<file path="src/rtl/rll_pkg.sv">
`default_nettype none
// ============================================================================
//  Module      : rll_pkg
//  Description : Shared types for the RLL(2,7) frame controller: controller
//                FSM states, source-phrase tracker states and the default
//                preamble length.
//  Revision    : 1.0 - initial release
// ============================================================================
package rll_pkg;

    // Default number of "11" preamble pairs ahead of the payload.
    localparam int unsigned c_pre_pairs_default = 8;

    typedef enum logic [2:0] {
        IDLE     = 3'd0,
        PREAMBLE = 3'd1,
        PAYLOAD  = 3'd2,
        FLUSH    = 3'd3,
        DONE     = 3'd4
    } ctrl_state_t;

    // Prefix of the RLL(2,7) source phrase gathered so far.
    typedef enum logic [2:0] {
        EMPTY = 3'd0,
        P1    = 3'd1,
        P0    = 3'd2,
        P00   = 3'd3,
        P01   = 3'd4,
        P001  = 3'd5
    } phrase_state_t;

endpackage
`default_nettype wire

</file>
<file path="src/rtl/rll_phrase_tracker.sv">
`default_nettype none
// ============================================================================
//  Module      : rll_phrase_tracker
//  Description : Follows the serial bit stream and reports when the current
//                bit completes an RLL(2,7) source phrase
//                (10, 11, 000, 010, 011, 0010, 0011).
//  Ports       : clk_i, ari      - clock, async active-low reset
//                bit_i, en_i    - stream bit and its qualifier
//                clr_i          - return to EMPTY (start of frame)
//                state_o        - current phrase prefix
//                phrase_done_o  - bit_i completes a phrase this cycle
//  Revision    : 1.0 - initial release
// ============================================================================
module rll_phrase_tracker
    import rll_pkg::*;
(
    input  logic          clk_i,
    input  logic          ari,
    input  logic          bit_i,
    input  logic          en_i,
    input  logic          clr_i,
    output phrase_state_t state_o,
    output logic          phrase_done_o
);

    phrase_state_t state_q;
    phrase_state_t state_d;
    logic          w_done;

    always_comb begin
        state_d = state_q;
        w_done  = 1'b0;
        if (clr_i) begin
            state_d = EMPTY;
        end else if (en_i) begin
            case (state_q)
                EMPTY:   state_d = bit_i ? P1 : P0;
                P0:      state_d = bit_i ? P01 : P00;
                P00: begin
                    if (bit_i) begin
                        state_d = P001;
                    end else begin
                        state_d = EMPTY;
                        w_done  = 1'b1;
                    end
                end
                // P1, P01 and P001 complete on either bit value.
                default: begin
                    state_d = EMPTY;
                    w_done  = 1'b1;
                end
            endcase
        end
    end

    always_ff @(posedge clk_i or negedge ari) begin
        if (!ari) begin
            state_q <= EMPTY;
        end else begin
            state_q <= state_d;
        end
    end

    assign state_o       = state_q;
    assign phrase_done_o = w_done;

endmodule
`default_nettype wire

</file>
<file path="src/rtl/rll_frame_ctrl.sv">
`default_nettype none
// ============================================================================
//  Module      : rll_frame_ctrl
//  Description : Serialises a byte-stream frame for an RLL(2,7) encoder:
//                preamble of "11" pairs, payload MSB first, then zero bits
//                until the last source phrase is complete.
//  Ports       : clk_i, ari                 - clock, async active-low reset
//                byte_i/byte_valid_i/sof_i/eof_i, byte_ready_o - byte input
//                enc_data_o/enc_en_o        - serial bit to the encoder
//                phrase_done_o              - bit completes a source phrase
//                busy_o, frame_done_o       - frame status
//                underrun_o                 - sticky payload underrun
//                bits_sent_o                - bits emitted in the frame
//  Revision    : 1.0 - initial release
// ============================================================================
module rll_frame_ctrl
    import rll_pkg::*;
#(
    parameter int unsigned PRE_PAIRS = c_pre_pairs_default
) (
    input  logic        clk_i,
    input  logic        ari,
    input  logic [7:0]  byte_i,
    input  logic        byte_valid_i,
    input  logic        sof_i,
    input  logic        eof_i,
    output logic        byte_ready_o,
    output logic        enc_data_o,
    output logic        enc_en_o,
    output logic        phrase_done_o,
    output logic        busy_o,
    output logic        frame_done_o,
    output logic        underrun_o,
    output logic [15:0] bits_sent_o
);

    localparam logic [8:0] c_pre_last = 9'(2 * PRE_PAIRS - 1);

    ctrl_state_t   state_q, state_d;
    logic [8:0]    pre_cnt_q, pre_cnt_d;
    logic [7:0]    shift_q, shift_d;
    logic [2:0]    bit_idx_q, bit_idx_d;
    logic          eof_q, eof_d;
    logic          underrun_q, underrun_d;
    logic [15:0]   bits_sent_q, bits_sent_d;

    logic          w_enc_en;
    logic          w_enc_bit;
    logic          w_clr;
    logic          w_phrase_done;
    phrase_state_t w_ph_state;

    rll_phrase_tracker u_tracker (
        .clk_i         (clk_i),
        .ari           (ari),
        .bit_i         (w_enc_bit),
        .en_i          (w_enc_en),
        .clr_i         (w_clr),
        .state_o       (w_ph_state),
        .phrase_done_o (w_phrase_done)
    );

    // Serial output depends only on registered state, so the tracker's
    // phrase_done can feed the next-state logic without a loop.
    always_comb begin
        w_enc_en  = 1'b0;
        w_enc_bit = 1'b0;
        case (state_q)
            PREAMBLE: begin
                w_enc_en  = 1'b1;
                w_enc_bit = 1'b1;
            end
            PAYLOAD: begin
                w_enc_en  = 1'b1;
                w_enc_bit = shift_q[7];
            end
            FLUSH:    w_enc_en = (w_ph_state != EMPTY);
            default:  ;
        endcase
    end

    always_comb begin
        state_d      = state_q;
        pre_cnt_d    = pre_cnt_q;
        shift_d      = shift_q;
        bit_idx_d    = bit_idx_q;
        eof_d        = eof_q;
        underrun_d   = underrun_q;
        bits_sent_d  = bits_sent_q;
        byte_ready_o = 1'b0;
        frame_done_o = 1'b0;
        w_clr        = 1'b0;

        if (w_enc_en && (bits_sent_q != 16'hFFFF)) begin
            bits_sent_d = bits_sent_q + 16'd1;
        end

        case (state_q)
            IDLE: begin
                // Ready is held low for as long as reset is applied.
                byte_ready_o = ari;
                if (byte_valid_i && sof_i) begin
                    shift_d     = byte_i;
                    eof_d       = eof_i;
                    bits_sent_d = 16'd0;
                    underrun_d  = 1'b0;
                    pre_cnt_d   = 9'd0;
                    bit_idx_d   = 3'd0;
                    w_clr       = 1'b1;
                    state_d     = PREAMBLE;
                end
            end
            PREAMBLE: begin
                // The SOF byte still sits unsent in the shift register, so
                // the first payload request is made at its bit 7.
                if (pre_cnt_q == c_pre_last) begin
                    bit_idx_d = 3'd0;
                    state_d   = PAYLOAD;
                end else begin
                    pre_cnt_d = pre_cnt_q + 9'd1;
                end
            end
            PAYLOAD: begin
                shift_d   = {shift_q[6:0], 1'b0};
                bit_idx_d = bit_idx_q + 3'd1;
                if (bit_idx_q == 3'd7) begin
                    if (eof_q) begin
                        state_d = w_phrase_done ? DONE : FLUSH;
                    end else begin
                        byte_ready_o = 1'b1;
                        if (byte_valid_i) begin
                            // sof_i is meaningless mid-frame.
                            shift_d = byte_i;
                            eof_d   = eof_i;
                        end else begin
                            underrun_d = 1'b1;
                            state_d    = w_phrase_done ? DONE : FLUSH;
                        end
                    end
                end
            end
            FLUSH: begin
                if (w_phrase_done || (w_ph_state == EMPTY)) begin
                    state_d = DONE;
                end
            end
            DONE: begin
                frame_done_o = 1'b1;
                state_d      = IDLE;
            end
            default: state_d = IDLE;
        endcase
    end

    always_ff @(posedge clk_i or negedge ari) begin
        if (!ari) begin
            state_q     <= IDLE;
            pre_cnt_q   <= 9'd0;
            shift_q     <= 8'd0;
            bit_idx_q   <= 3'd0;
            eof_q       <= 1'b0;
            underrun_q  <= 1'b0;
            bits_sent_q <= 16'd0;
        end else begin
            state_q     <= state_d;
            pre_cnt_q   <= pre_cnt_d;
            shift_q     <= shift_d;
            bit_idx_q   <= bit_idx_d;
            eof_q       <= eof_d;
            underrun_q  <= underrun_d;
            bits_sent_q <= bits_sent_d;
        end
    end

    assign enc_en_o      = w_enc_en;
    assign enc_data_o    = w_enc_bit;
    assign phrase_done_o = w_phrase_done;
    assign busy_o        = (state_q != IDLE);
    assign underrun_o    = underrun_q;
    assign bits_sent_o   = bits_sent_q;

endmodule
`default_nettype wire

</file>
<file path="config.mk">
export PLATFORM = sky130hd
export DESIGN_NAME = rll_frame_ctrl
export DESIGN_NICKNAME = d
export VERILOG_FILES = /design/src/rtl/rll_pkg.sv /design/src/rtl/rll_phrase_tracker.sv /design/src/rtl/rll_frame_ctrl.sv
export SDC_FILE = /design/constraint.sdc
export NUM_CORES = 1
export LEC_CHECK = 0
export ABC_AREA = 1
export CAP_MARGIN = 20
export CORE_AREA = 2 2 74 129
export DETAILED_ROUTE_END_ITERATION = 6
export DIE_AREA = 0 0 76 131
export HOLD_SLACK_MARGIN = 0.1
export PLACE_DENSITY = 0.6
export SYNTH_ARGS = -nofsm -noshare
export SYNTH_HDL_FRONTEND = slang
export SYNTH_SLANG_ARGS = --single-unit
</file>
<file path="constraint.sdc">
create_clock -name clk_i -period 4.4 [get_ports clk_i]
set_input_delay 0.88 -clock clk_i [delete_from_list [all_inputs] [get_ports clk_i]]
set_output_delay 0.88 -clock clk_i [all_outputs]
set_load 0.005 [all_outputs]
</file>
==> results by group, run 1 <==
Worst setup path
  – Minimum setup slack among reg-to-reg paths: 2.49 ns
  – R2R Path Start: bits_sent_o[0]
  – Buf+Inv Stages, Crit Path: 6
  – Capture point of the worst path: phrase_done_o
  – R2r endpoint: bits_sent_o[4]
  – Worst setup path startpoint: byte_valid_i
  – Arrival @ worst endpoint: 2.65 ns
  – Worst Reg-to-Reg Cells: 9
  – Critical path's slowest cell: sky130_fd_sc_hd__clkdlybuf4s50_1
  – Stages on worst setup path: 10
  – Longest individual stage delay on the worst path: 0.50 ns
  – Required time of the critical path: 3.52 ns
  – Critical path type: in2out
  – Sequence of cells on the critical path: clkdlybuf4s50_1 -> nand2_1 -> inv_1 -> nand3_1 -> buf_4 -> nand2_1 -> inv_1 -> nand3_1 -> inv_1 -> clkdlybuf4s50_1
  – Crit. End Element: primary output
  – Category of the worst setup path launch point: input pin
  – Biggest fanout along the worst timing path: 13
  – Library cell appearing most often on the critical path: sky130_fd_sc_hd__inv_1
  – Kind of cell adding the most delay to the critical path: buffers and inverters

CTS
  – Post-CTS clock slew at the launch and capture registers of the worst setup and hold paths: 0.06 ns
  – Setup Fix Bufs, Post-CTS: 0
  – Worst skew pair latency: 0.29 ns
  – # resized after CTS: 0
  – Clock tree from TritonCTS: yes
  – Post-CTS Hold Buffers: 0
  – Clock tree root driver cell: sky130_fd_sc_hd__clkbuf_16
  – Clock sinks: 44
  – Clock buffer depth: 2
  – Total number of H-tree levels: 2
  – Clock buffers created by TritonCTS: 5

Final layout
  – Utilization after layout: between 30 and 40%
  – Layout fillers: 935
  – Ant diodes: 0
  – Total area of multi-input combinational cells: 0.00131 mm^2
  – Finished Cell Area: 0.00324 mm^2
  – Synthesis-to-layout area growth: 24.0%
  – Total Nets Final: 410
  – Share of cells above drive strength 1: 6.60%
  – Sequential cell area: 0.00110 mm^2

Power and ir drop
  – Part of the power in registers: a little under a third
  – Share of total power in combinational logic: roughly half
  – Internal power of the cells: between 1 and 1.5 mW
  – Clock Power Share: roughly 18%
  – Switching share of power: 43.5%
  – Worst IR drop on VDD: 0.333 mV
  – Power dissipated by switching net loads: about 1.0 mW
  – Power Dens Cells: approximately 740 mW/mm^2
  – Leakage Power: 1.48 nW

Global routing
  – First-pass GRT wire length: 10,500 um
  – Initial antenna violation count: 0
  – Largest net degree at the start of global routing: 45
  – Leftover overflow at the end of global routing: 0
  – Via count of the first global-routing pass: 2,307
  – Total GRT Usage: 13.1%

Place
  – Count of port buffers added during placement: 35
  – Dpl cell area: between 0.003 and 0.004 mm^2
  – RD Place Congestion: 0.820
  – DP HPWL: 4700 um

Logic synthesis
  – YS warnings: 0
  – Synthesized flop and latch total: 44
  – Number of distinct library cells after synthesis: 35
  – Sequential-to-total area share from yosys stat: 42.1%
  – Mean cell area of the mapped netlist: 7.37 um^2
  – Area share of the largest cell type after synthesis: about 42%
  – Post-Synth Adder-Cell Area: 1.91%
  – Post-synthesis mux area share: 0%
  – Syn_nets: ~370
  – Area contributors post-synth: sky130_fd_sc_hd__dfrtp_1 (42%), sky130_fd_sc_hd__nand2_1 (15%), sky130_fd_sc_hd__nor2_1 (6.9%)
  – XOR/XNOR Fraction of Synth Area: 3.68%
  – Largest family of logic cells by synthesized area: simple AND/OR/NAND/NOR gates
  – Area of the mapped netlist: 0.00262 mm^2
  – Cell type with the largest total area after synthesis: sky130_fd_sc_hd__dfrtp_1
  – Simple-Gate Fraction of Synth Area: 32.8%
  – Complex-gate fraction of the synthesized area: 11.9%
  – Number of standard cells after synthesis: 355

STA
  – Max Slew Vio Count: 0
  – Final Hold Violating Endpoints: 0
  – Total Neg Setup Slack: 0 ns
  – Portion of the clock cycle consumed by the worst path in the final layout: 80.3%
  – Setup Viol. Count Final: 0
  – Period minus WS final: 3.53 ns
  – Fmax achieved: about 280 MHz
  – Setup Skew: between 0.007 and 0.008 ns
  – Pin slew with the least headroom to its limit: 0.567 ns
  – Setup repair after global routing missed its margin: no
  – Worst slew margin relative to its limit: 62.2%

Floorplan
  – Initial Utilization: 29.3%
  – Count of standard-cell rows: 46
  – Floorplan core area: 0.00892 mm^2
  – Y dimension of the die: between 100 and 150 um
  – Total Die Area: 0.00996 mm^2
  – Horizontal die dimension: 76 um
  – Top-level I/O count: 36

Outcome
  – Status: finished clean

Run
  – Max-capacitance violation count: 0

Detailed routing
  – Number of design rule violations left after detail routing: 0
  – Ratio of routed vias to standard cells: around 4.6
  – Total via count after detailed routing: between 2,000 and 2,500
  – Post-DRT Antenna Nets: 0
  – Routed wire per std cell: 11.8 um
  – Detailed Routing Iterations Pass 1: 4
  – Number of design-rule violations left by the first detailed-router iteration: 121
  – WL final: about 6000 um

Hold path
  – Hold Startpoint: eof_q
  – Worst hold path cell count: 1
  – Worst min-delay path category: reg2reg
-- synthesized netlist by cell type (all sizes together) --
library cell,count
nand2,110
a32o,1
nor2,52
inv,36
xor2,9
o41ai,1
nand3,20
nand4,1
o22ai,4
and2,1
o21bai,1
dfrtp,44
nor3,7
clkinv,3
xnor2,2
o21ai,36
or2,2
ha,4
o2111ai,1
nand3b,2
buf,6
a21oi,11
o211ai,1
-- worst min-delay path by stage --
stage                             to  slack, ns
after detailed placement  underrun_o       0.46
after CTS                 underrun_o       0.47
final                     underrun_o       0.47
after floorplan           underrun_o       0.43
after global routing      underrun_o       0.49
after global placement    underrun_o       0.45
-- cell families (layout without fill, tap and decap cells) --
logic type	Yosys count	count (layout)
XOR/XNOR	11	11
AO/OA/AOI/OAI	56	56
AND/OR/NAND/NOR	195	195
buffers and inverters	45	84
flip-flops	44	44
adder cells (fa/ha/maj)	4	4
-- per-layer routing --
| layer | GRT usage, % | vias up | wire length (um) |
|---|---|---|---|
| li1 | - | 1217 | - |
| met1 | 13.8 | 1091 | 2370 |
| met2 | 24.9 | 51 | 3300 |
| met3 | 2.75 | 11 | 259 |
| met4 | 6.10 | 0 | 157 |
| met5 | 0 | - | 0 |
-- power by group through the flow --
stage	logic [mW]	clock network, mW	registers [mW]
5_1_grt	1.38	0.460	0.793
3_5_place_dp	1.22	0	0.766
6_report	1.20	0.434	0.759
4_1_cts	1.22	0.449	0.761
2_1_floorplan	0.867	0	0.712
3_3_place_gp	1.20	0	0.763
-- final cells by class --
class                           instances  area share, %
Multi-Input combinational cell        266           40.5
Sequential cell                        44           33.9
Timing Repair Buffer                   37           11.1
Tap cell                              120           4.63
Inverter                               39           4.51
Clock buffer                            5           3.86
Clock inverter                          3           1.47
-- sequential cells by signal, summed over array words and instances, names as in the netlist --
register,flops
shift_q,8
pre_cnt_q,9
bits_sent_o,16
u_tracker.state_o,3
eof_q,1
state_q,3
bit_idx_q,3
underrun_o,1
-- cells in the final DEF, fill, tap and decap left out, types with 2 or more instances in the layout --
master / n
sky130_fd_sc_hd__nand2_1: 107
sky130_fd_sc_hd__nor2_1: 48
sky130_fd_sc_hd__dfrtp_1: 44
sky130_fd_sc_hd__inv_1: 34
sky130_fd_sc_hd__clkdlybuf4s50_1: 34
sky130_fd_sc_hd__o21ai_0: 32
sky130_fd_sc_hd__nand3_1: 19
sky130_fd_sc_hd__a21oi_1: 10
sky130_fd_sc_hd__xor2_1: 9
sky130_fd_sc_hd__nor3_1: 5
sky130_fd_sc_hd__clkbuf_16: 5
sky130_fd_sc_hd__o22ai_1: 4
sky130_fd_sc_hd__ha_1: 4
sky130_fd_sc_hd__clkinv_1: 3
sky130_fd_sc_hd__nand2_2: 3
sky130_fd_sc_hd__nor2_4: 3
sky130_fd_sc_hd__o21ai_1: 3
sky130_fd_sc_hd__inv_2: 2
sky130_fd_sc_hd__or2_0: 2
sky130_fd_sc_hd__xnor2_1: 2
sky130_fd_sc_hd__clkinv_4: 2
sky130_fd_sc_hd__buf_4: 2
-- stage by stage --
| step | hold WS, ns | cells | total power [mW] | setup WS (ns) |
|---|---|---|---|---|
| after global routing | 0.491 | 514 | 2.63 | 0.709 |
| after detailed placement | 0.461 | 506 | 1.99 | 0.870 |
| final | 0.467 | 514 | 2.40 | 0.867 |
| after floorplan | 0.433 | 355 | 1.58 | 2.11 |
| after global placement | 0.452 | 506 | 1.97 | 0.884 |
| after CTS | 0.468 | 514 | 2.43 | 0.869 |
Power figures use the tool's default switching activity.
==> run 2, diff against run 1 <==
==> constraint.sdc (replaced) <==
create_clock -name clk_i -period 3.7 [get_ports clk_i]
set_input_delay 0.74 -clock clk_i [delete_from_list [all_inputs] [get_ports clk_i]]
set_output_delay 0.74 -clock clk_i [all_outputs]
set_load 0.005 [all_outputs]
==> run 2 against run 1 <==
Combinational power up 19%. Die area unchanged. Largest cell class unchanged. Register-to-register slack got worse by 0.71 ns. Utilization rose by 0.056 points. Clock-buffer cell count rose by 1. First-iteration DRC count increased by 19%. Non-clock buffer count stayed put. Via count decreased by 0.17%. Cell count unchanged. Critical path type unchanged. Clock skew down 0.0011 ns.
==> results by group, run 2 (synthesis gave the netlist of run 1 again) <==
Floorplan
  – Initial Utilization: 29.3% (unchanged)
  – Floorplan core area: 0.00892 mm^2 (unchanged)
  – Top-level I/O count: 36 (unchanged)
  – Count of standard-cell rows: 46 (unchanged)
  – Total Die Area: 0.00996 mm^2 (unchanged)
  – Horizontal die dimension: 76 um (unchanged)
  – Y dimension of the die: 131 um (unchanged)

Worst setup path
  – Sequence of cells on the critical path: clkdlybuf4s50_1 -> nand2_1 -> inv_1 -> nand3_1 -> nand2_1 -> inv_1 -> nand3_1 -> inv_1 -> clkdlybuf4s50_1 (was clkdlybuf4s50_1 -> nand2_1 -> inv_1 -> nand3_1 -> buf_4 -> nand2_1 -> inv_1 -> nand3_1 -> inv_1 -> clkdlybuf4s50_1)
  – Biggest fanout along the worst timing path: 5 (was 13)
  – Critical path type: in2out (unchanged)
  – R2R Path Start: bits_sent_o[0] (unchanged)
  – Critical path's slowest cell: sky130_fd_sc_hd__clkdlybuf4s50_1 (unchanged)
  – Crit. End Element: primary output (unchanged)
  – Minimum setup slack among reg-to-reg paths: 1.78 ns (was 2.49 ns)
  – Worst Reg-to-Reg Cells: 9 (unchanged)
  – Longest individual stage delay on the worst path: 0.50 ns (about the same)
  – Required time of the critical path: 2.96 ns (was 3.52 ns)
  – Arrival @ worst endpoint: 2.34 ns (was 2.65 ns)
  – Category of the worst setup path launch point: input pin (unchanged)
  – R2r endpoint: bits_sent_o[4] (unchanged)
  – Library cell appearing most often on the critical path: sky130_fd_sc_hd__inv_1 (unchanged)

CTS
  – Clock tree root driver cell: sky130_fd_sc_hd__clkbuf_16 (unchanged)
  – Clock tree from TritonCTS: yes (unchanged)
  – Clock buffers created by TritonCTS: 5 (unchanged)
  – # resized after CTS: 0 (unchanged)
  – Post-CTS Hold Buffers: 0 (unchanged)
  – Worst skew pair latency: 0.29 ns (about the same)
  – Post-CTS clock slew at the launch and capture registers of the worst setup and hold paths: 0.07 ns (was 0.06 ns)
  – Total number of H-tree levels: 2 (unchanged)
  – Clock buffer depth: 2 (unchanged)
  – Clock sinks: 44 (unchanged)
  – Setup Fix Bufs, Post-CTS: 0 (unchanged)

STA
  – Setup Skew: 0.00653 ns (was 0.00766 ns)
  – Pin slew with the least headroom to its limit: 0.583 ns (was 0.567 ns)
  – Setup repair after global routing missed its margin: no (unchanged)
  – Total Neg Setup Slack: 0 ns (unchanged)
  – Setup Viol. Count Final: 0 (unchanged)
  – Final Hold Violating Endpoints: 0 (unchanged)
  – Worst slew margin relative to its limit: 61.2% (was 62.2%)
  – Fmax achieved: 325 MHz
  – Period minus WS final: 3.08 ns
  – Portion of the clock cycle consumed by the worst path in the final layout: 83.2%
  – WHS: 0.480 ns (was 0.467 ns)
  – Max Slew Vio Count: 0 (unchanged)

Final layout
  – Most frequent cells in the layout: sky130_fd_sc_hd__nand2_1 (107), sky130_fd_sc_hd__nor2_1 (48), sky130_fd_sc_hd__dfrtp_1 (44) (unchanged)
  – Synthesis-to-layout area growth: 24.2% (was 24.0%)
  – Layout fillers: 950 (was 935)
  – Ant diodes: 0 (unchanged)
  – Leading cell type in the layout, fill and taps excluded: sky130_fd_sc_hd__nand2_1 (unchanged)
  – Max reg flops: 16 (unchanged)
  – Total Nets Final: 410 (unchanged)
  – Share of cells above drive strength 1: 6.60% (unchanged)

Hold path
  – Worst hold path cell count: 2 (was 1)
  – Worst min-delay path category: reg2reg (unchanged)
  – Capture endpoint of the worst hold path: bit_idx_q[1] (was underrun_o)
  – Hold Startpoint: bit_idx_q[1] (was eof_q)

Global routing
  – First-pass GRT wire length: 10,800 um (was 10,500 um)
  – Initial antenna violation count: 0 (unchanged)
  – Via count of the first global-routing pass: 2,363 (was 2,307)
  – Total GRT Usage: 13.5% (was 13.1%)
  – Largest net degree at the start of global routing: 45 (unchanged)
  – Leftover overflow at the end of global routing: 0 (unchanged)

Place
  – DP HPWL: 4730 um (was 4700 um)
  – Count of port buffers added during placement: 35 (unchanged)
  – RD Place Congestion: 0.855 (was 0.820)

Detailed routing
  – Number of design rule violations left after detail routing: 0 (unchanged)
  – Ratio of routed vias to standard cells: 4.60 (was 4.61)
  – Total via count after detailed routing: 2,366 (was 2,370)
  – Detailed Routing Iterations Pass 1: 4 (unchanged)
  – WL final: 6320 um (was 6080 um)
  – Number of design-rule violations left by the first detailed-router iteration: 144 (was 121)
  – Post-DRT Antenna Nets: 0 (unchanged)
  – Routed wire per std cell: 12.3 um (was 11.8 um)

Power and ir drop
  – Worst IR drop on VDD: 0.396 mV (was 0.333 mV)
  – Leakage Power: 1.48 nW (about the same)
  – Power Dens Cells: 883 mW/mm^2 (was 738 mW/mm^2)

Outcome
  – Status: finished clean (unchanged)

Run
  – Max-capacitance violation count: 0 (unchanged)
## run 2: cell count changes in the layout (fill, tap and decap cells not counted)
| cell | before | now |
|---|---|---|
| sky130_fd_sc_hd__clkinv_4 | 2 | 1 |
| sky130_fd_sc_hd__clkbuf_8 | 0 | 1 |
## run 2: cell type report
class                           instances  area [um^2]  area share [%]
Clock buffer                            6          139            4.27
Clock inverter                          2         38.8            1.19
Inverter                               39          146            4.51
Multi-Input combinational cell        266         1310            40.4
Sequential cell                        44         1100            33.9
Tap cell                              120          150            4.62
Timing Repair Buffer                   37          360            11.1
## run 2: power breakdown
| group | internal, mW | total [mW] | switching (mW) |
|---|---|---|---|
| sequential | 0.690 | 0.902 | 0.213 |
| clock | 0.338 | 0.535 | 0.196 |
| combinational | 0.599 | 1.43 | 0.834 |
## run 2: critical path, delay by kind of cell
family	cells	cell delay, ns
buffers and inverters	5	1.22
AND/OR/NAND/NOR	4	0.38
## run 2: routing by layer
metal | wire [um] | vias up | global-route usage, %
met1 | 2460 | 1093 | 13.4
li1 | - | 1209 | -
met2 | 3470 | 52 | 26.9
met4 | 133 | 0 | 5.45
met5 | 0 | - | 0
met3 | 255 | 12 | 3.16
## run 2: worst max-delay path by stage
stage,from,to,cells after the start
2_1_floorplan,byte_valid_i,phrase_done_o,7
4_1_cts,byte_valid_i,phrase_done_o,9
3_3_place_gp,byte_valid_i,phrase_done_o,9
6_report,byte_valid_i,phrase_done_o,9
5_1_grt,byte_valid_i,phrase_done_o,9
3_5_place_dp,byte_valid_i,phrase_done_o,9
## run 2: stage by stage
stage | instances | instance area [um^2] | worst slack, ns | utilization, % | power, mW
after floorplan | 355 | 2620 | 1.69 | - | 1.88
after global placement | 506 | 3070 | 0.650 | 34.4 | 2.33
after detailed placement | 506 | 3070 | 0.632 | 34.4 | 2.36
after CTS | 514 | 3250 | 0.622 | 36.4 | 2.91
after global routing | 514 | 3250 | 0.485 | 36.4 | 3.14
final | 514 | 3250 | 0.622 | 36.4 | 2.87
==> run 3, diff against run 2 <==
--- a/config.mk
+++ b/config.mk
@@ -11,7 +11,7 @@
 export DETAILED_ROUTE_END_ITERATION = 6
 export DIE_AREA = 0 0 76 131
 export HOLD_SLACK_MARGIN = 0.1
-export PLACE_DENSITY = 0.6
+export PLACE_DENSITY = 0.62
 export SYNTH_ARGS = -nofsm -noshare
 export SYNTH_HDL_FRONTEND = slang
 export SYNTH_SLANG_ARGS = --single-unit
==> constraint.sdc (replaced) <==
create_clock -name clk_i -period 2.8 [get_ports clk_i]
set_input_delay 0.56 -clock clk_i [delete_from_list [all_inputs] [get_ports clk_i]]
set_output_delay 0.56 -clock clk_i [all_outputs]
set_load 0.005 [all_outputs]
==> run 3 against run 2 <==
Worst setup slack worse by 0.49 ns. Combinational power is 33% higher. Total power is 33% higher. Clock skew is 0.00097 ns higher. Via count is 0.93% higher. Critical path type is now reg2out.
==> results by group, run 3 (synthesis gave the netlist of run 1 again) <==
Global routing
  – Largest net degree at the start of global routing: 45 (unchanged)
  – Initial antenna violation count: 0 (unchanged)
  – Total GRT Usage: 13.4% (was 13.5%)
  – Via count of the first global-routing pass: 2,383 (was 2,363)
  – First-pass GRT wire length: 10,900 um (was 10,800 um)
  – Leftover overflow at the end of global routing: 0 (unchanged)

Worst setup path
  – Sequence of cells on the critical path: inv_2 -> nand3b_4 -> o21ai_0 -> clkdlybuf4s50_1 (was clkdlybuf4s50_1 -> nand2_1 -> inv_1 -> nand3_1 -> nand2_1 -> inv_1 -> nand3_1 -> inv_1 -> clkdlybuf4s50_1)
  – Buf+Inv Stages, Crit Path: 2 (was 5)
  – Arrival @ worst endpoint: 2.11 ns (was 2.34 ns)
  – Required time of the critical path: 2.24 ns (was 2.96 ns)
  – Kind of cell adding the most delay to the critical path: buffers and inverters (unchanged)
  – Crit. End Element: primary output (unchanged)
  – Category of the worst setup path launch point: flop (was input pin)
  – Critical path type: reg2out (was in2out)
  – Longest individual stage delay on the worst path: 0.62 ns (was 0.50 ns)
  – Critical path's slowest cell: sky130_fd_sc_hd__clkdlybuf4s50_1 (unchanged)
  – Biggest fanout along the worst timing path: 8 (was 5)

Power and ir drop
  – Worst IR drop on VDD: 0.483 mV (was 0.396 mV)
  – Part of the power in registers: 31.5% (was 31.4%)
  – Internal power of the cells: 2.15 mW (was 1.63 mW)
  – Power Dens Cells: 1170 mW/mm^2 (was 883 mW/mm^2)
  – Power dissipated by switching net loads: 1.65 mW (was 1.24 mW)
  – Share of total power in combinational logic: 50.0% (was 49.9%)
  – Leakage Power: 1.49 nW (was 1.48 nW)
  – Switching share of power: 43.3% (about the same)
  – Overall power: 3.80 mW (was 2.87 mW)
  – Clock Power Share: 18.5% (was 18.6%)

Floorplan
  – Floorplan core area: 0.00892 mm^2 (unchanged)
  – Top-level I/O count: 36 (unchanged)
  – Initial Utilization: 29.3% (unchanged)
  – Horizontal die dimension: 76 um (unchanged)
  – Y dimension of the die: 131 um (unchanged)
  – Total Die Area: 0.00996 mm^2 (unchanged)
  – Count of standard-cell rows: 46 (unchanged)

Detailed routing
  – Detailed Routing Iterations Pass 1: 4 (unchanged)
  – Number of design-rule violations left by the first detailed-router iteration: 121 (was 144)
  – Number of design rule violations left after detail routing: 0 (unchanged)
  – Ratio of routed vias to standard cells: 4.64 (was 4.60)
  – WL final: 6260 um (was 6320 um)
  – Post-DRT Antenna Nets: 0 (unchanged)
  – Total via count after detailed routing: 2,388 (was 2,366)
  – Routed wire per std cell: 12.2 um (was 12.3 um)

Final layout
  – Total Nets Final: 411 (was 410)
  – Most frequent cells in the layout: sky130_fd_sc_hd__nand2_1 (107), sky130_fd_sc_hd__nor2_1 (48), sky130_fd_sc_hd__dfrtp_1 (42) (was sky130_fd_sc_hd__nand2_1 (107), sky130_fd_sc_hd__nor2_1 (48), sky130_fd_sc_hd__dfrtp_1 (44))
  – Utilization after layout: 36.6% (was 36.4%)
  – Cell Count, Final, Fillers Out: 515 (was 514)
  – Share of cells above drive strength 1: 7.34% (was 6.60%)
  – Synthesis-to-layout area growth: 24.7% (was 24.2%)
  – Max reg flops: 16 (unchanged)
  – Ant diodes: 0 (unchanged)
  – Leading cell type in the layout, fill and taps excluded: sky130_fd_sc_hd__nand2_1 (unchanged)

Place
  – DP HPWL: 4720 um (was 4730 um)
  – Count of port buffers added during placement: 35 (unchanged)
  – Instance count after placement with tap cells included: 507 (was 506)
  – RD Place Congestion: 0.855 (about the same)

CTS
  – Post-CTS Hold Buffers: 0 (unchanged)
  – Worst skew pair latency: 0.29 ns (about the same)
  – Clock buffers created by TritonCTS: 5 (unchanged)
  – Setup Fix Bufs, Post-CTS: 0 (unchanged)
  – Clock tree from TritonCTS: yes (unchanged)
  – Total number of H-tree levels: 2 (unchanged)
  – Clock sinks: 44 (unchanged)
  – Post-CTS clock slew at the launch and capture registers of the worst setup and hold paths: 0.07 ns (about the same)
  – Clock buffer depth: 2 (unchanged)
  – # resized after CTS: 0 (unchanged)
  – Clock tree root driver cell: sky130_fd_sc_hd__clkbuf_16 (unchanged)

STA
  – Fmax achieved: 374 MHz
  – Total Neg Setup Slack: 0 ns (unchanged)
  – Pin slew with the least headroom to its limit: 0.575 ns (was 0.583 ns)
  – Period minus WS final: 2.67 ns
  – Portion of the clock cycle consumed by the worst path in the final layout: 95.4%
  – WHS: 0.371 ns (was 0.480 ns)
  – Setup repair after global routing missed its margin: no (unchanged)
  – Setup Skew: 0.00750 ns (was 0.00653 ns)
  – Max Slew Vio Count: 0 (unchanged)
  – Setup Viol. Count Final: 0 (unchanged)
  – Worst slew margin relative to its limit: 61.6% (was 61.2%)
  – Final Hold Violating Endpoints: 0 (unchanged)

Outcome
  – Status: finished clean (unchanged)

Run
  – Max-capacitance violation count: 0 (unchanged)

Hold path
  – Worst min-delay path category: in2async (was reg2reg)
run 3: cell count changes in the layout (fill, tap and decap cells not counted), sizes merged:
cell	previous run	this run
clkdlybuf4s50	34	33
buf	3	4
dlymetal6s2s	0	1
run 3: final cells by class:
cell class	count	area [um^2]
fill	935	5660
multi-input combinational	266	1310
sequential	44	1100
timing repair buffer	38	370
tap	120	150
inverter	39	146
clock buffer	6	139
clock inverter	2	38.8
run 3: per-layer routing:
layer	part of all wire [%]	GRT usage, %
met2	54	25.7
met4	0.97	4.06
met5	0	0
met3	3.8	2.95
met1	41	14.8
run 3: power groups by stage:
stage / clock (mW) / sequential [mW] / combinational (mW)
after floorplan: 0 / 1.12 / 1.36
after global placement: 0 / 1.20 / 1.89
after detailed placement: 0 / 1.21 / 1.92
after CTS: 0.722 / 1.20 / 1.93
after global routing: 0.750 / 1.24 / 2.18
final: 0.704 / 1.20 / 1.90
run 3: worst paths after layout:
path / startpoint / end / slack [ns] / cells after the start
setup / recovery: state_q[2] / enc_data_o / 0.13 / 4
hold / removal: ari / underrun_o / 0.37 / 2
setup reg to reg: bits_sent_o[0] / bits_sent_o[4] / 0.90 / 9
hold reg to reg: bit_idx_q[1] / bit_idx_q[1] / 0.48 / 2
max in group asynchronous: ari / state_q[1] / 2.02 / 2
min in group clk_i: bit_idx_q[1] / bit_idx_q[1] / 0.48 / 2
run 3: worst reg2reg max path, delay by kind of cell, from the launching register on:
family | cells | cell delay [ns]
AND/OR/NAND/NOR | 6 | 0.82
buffers and inverters | 1 | 0.08
adder cells (fa/ha/maj) | 1 | 0.28
flip-flops | 1 | 0.44
AO/OA/AOI/OAI | 1 | 0.16
run 3: stage by stage:
stage	worst slack (ns)	instance area (um^2)
final	0.129	3260
after global routing	0.0142	3260
after CTS	0.102	3260
after detailed placement	0.137	3080
after global placement	0.160	3080
after floorplan	1.15	2620
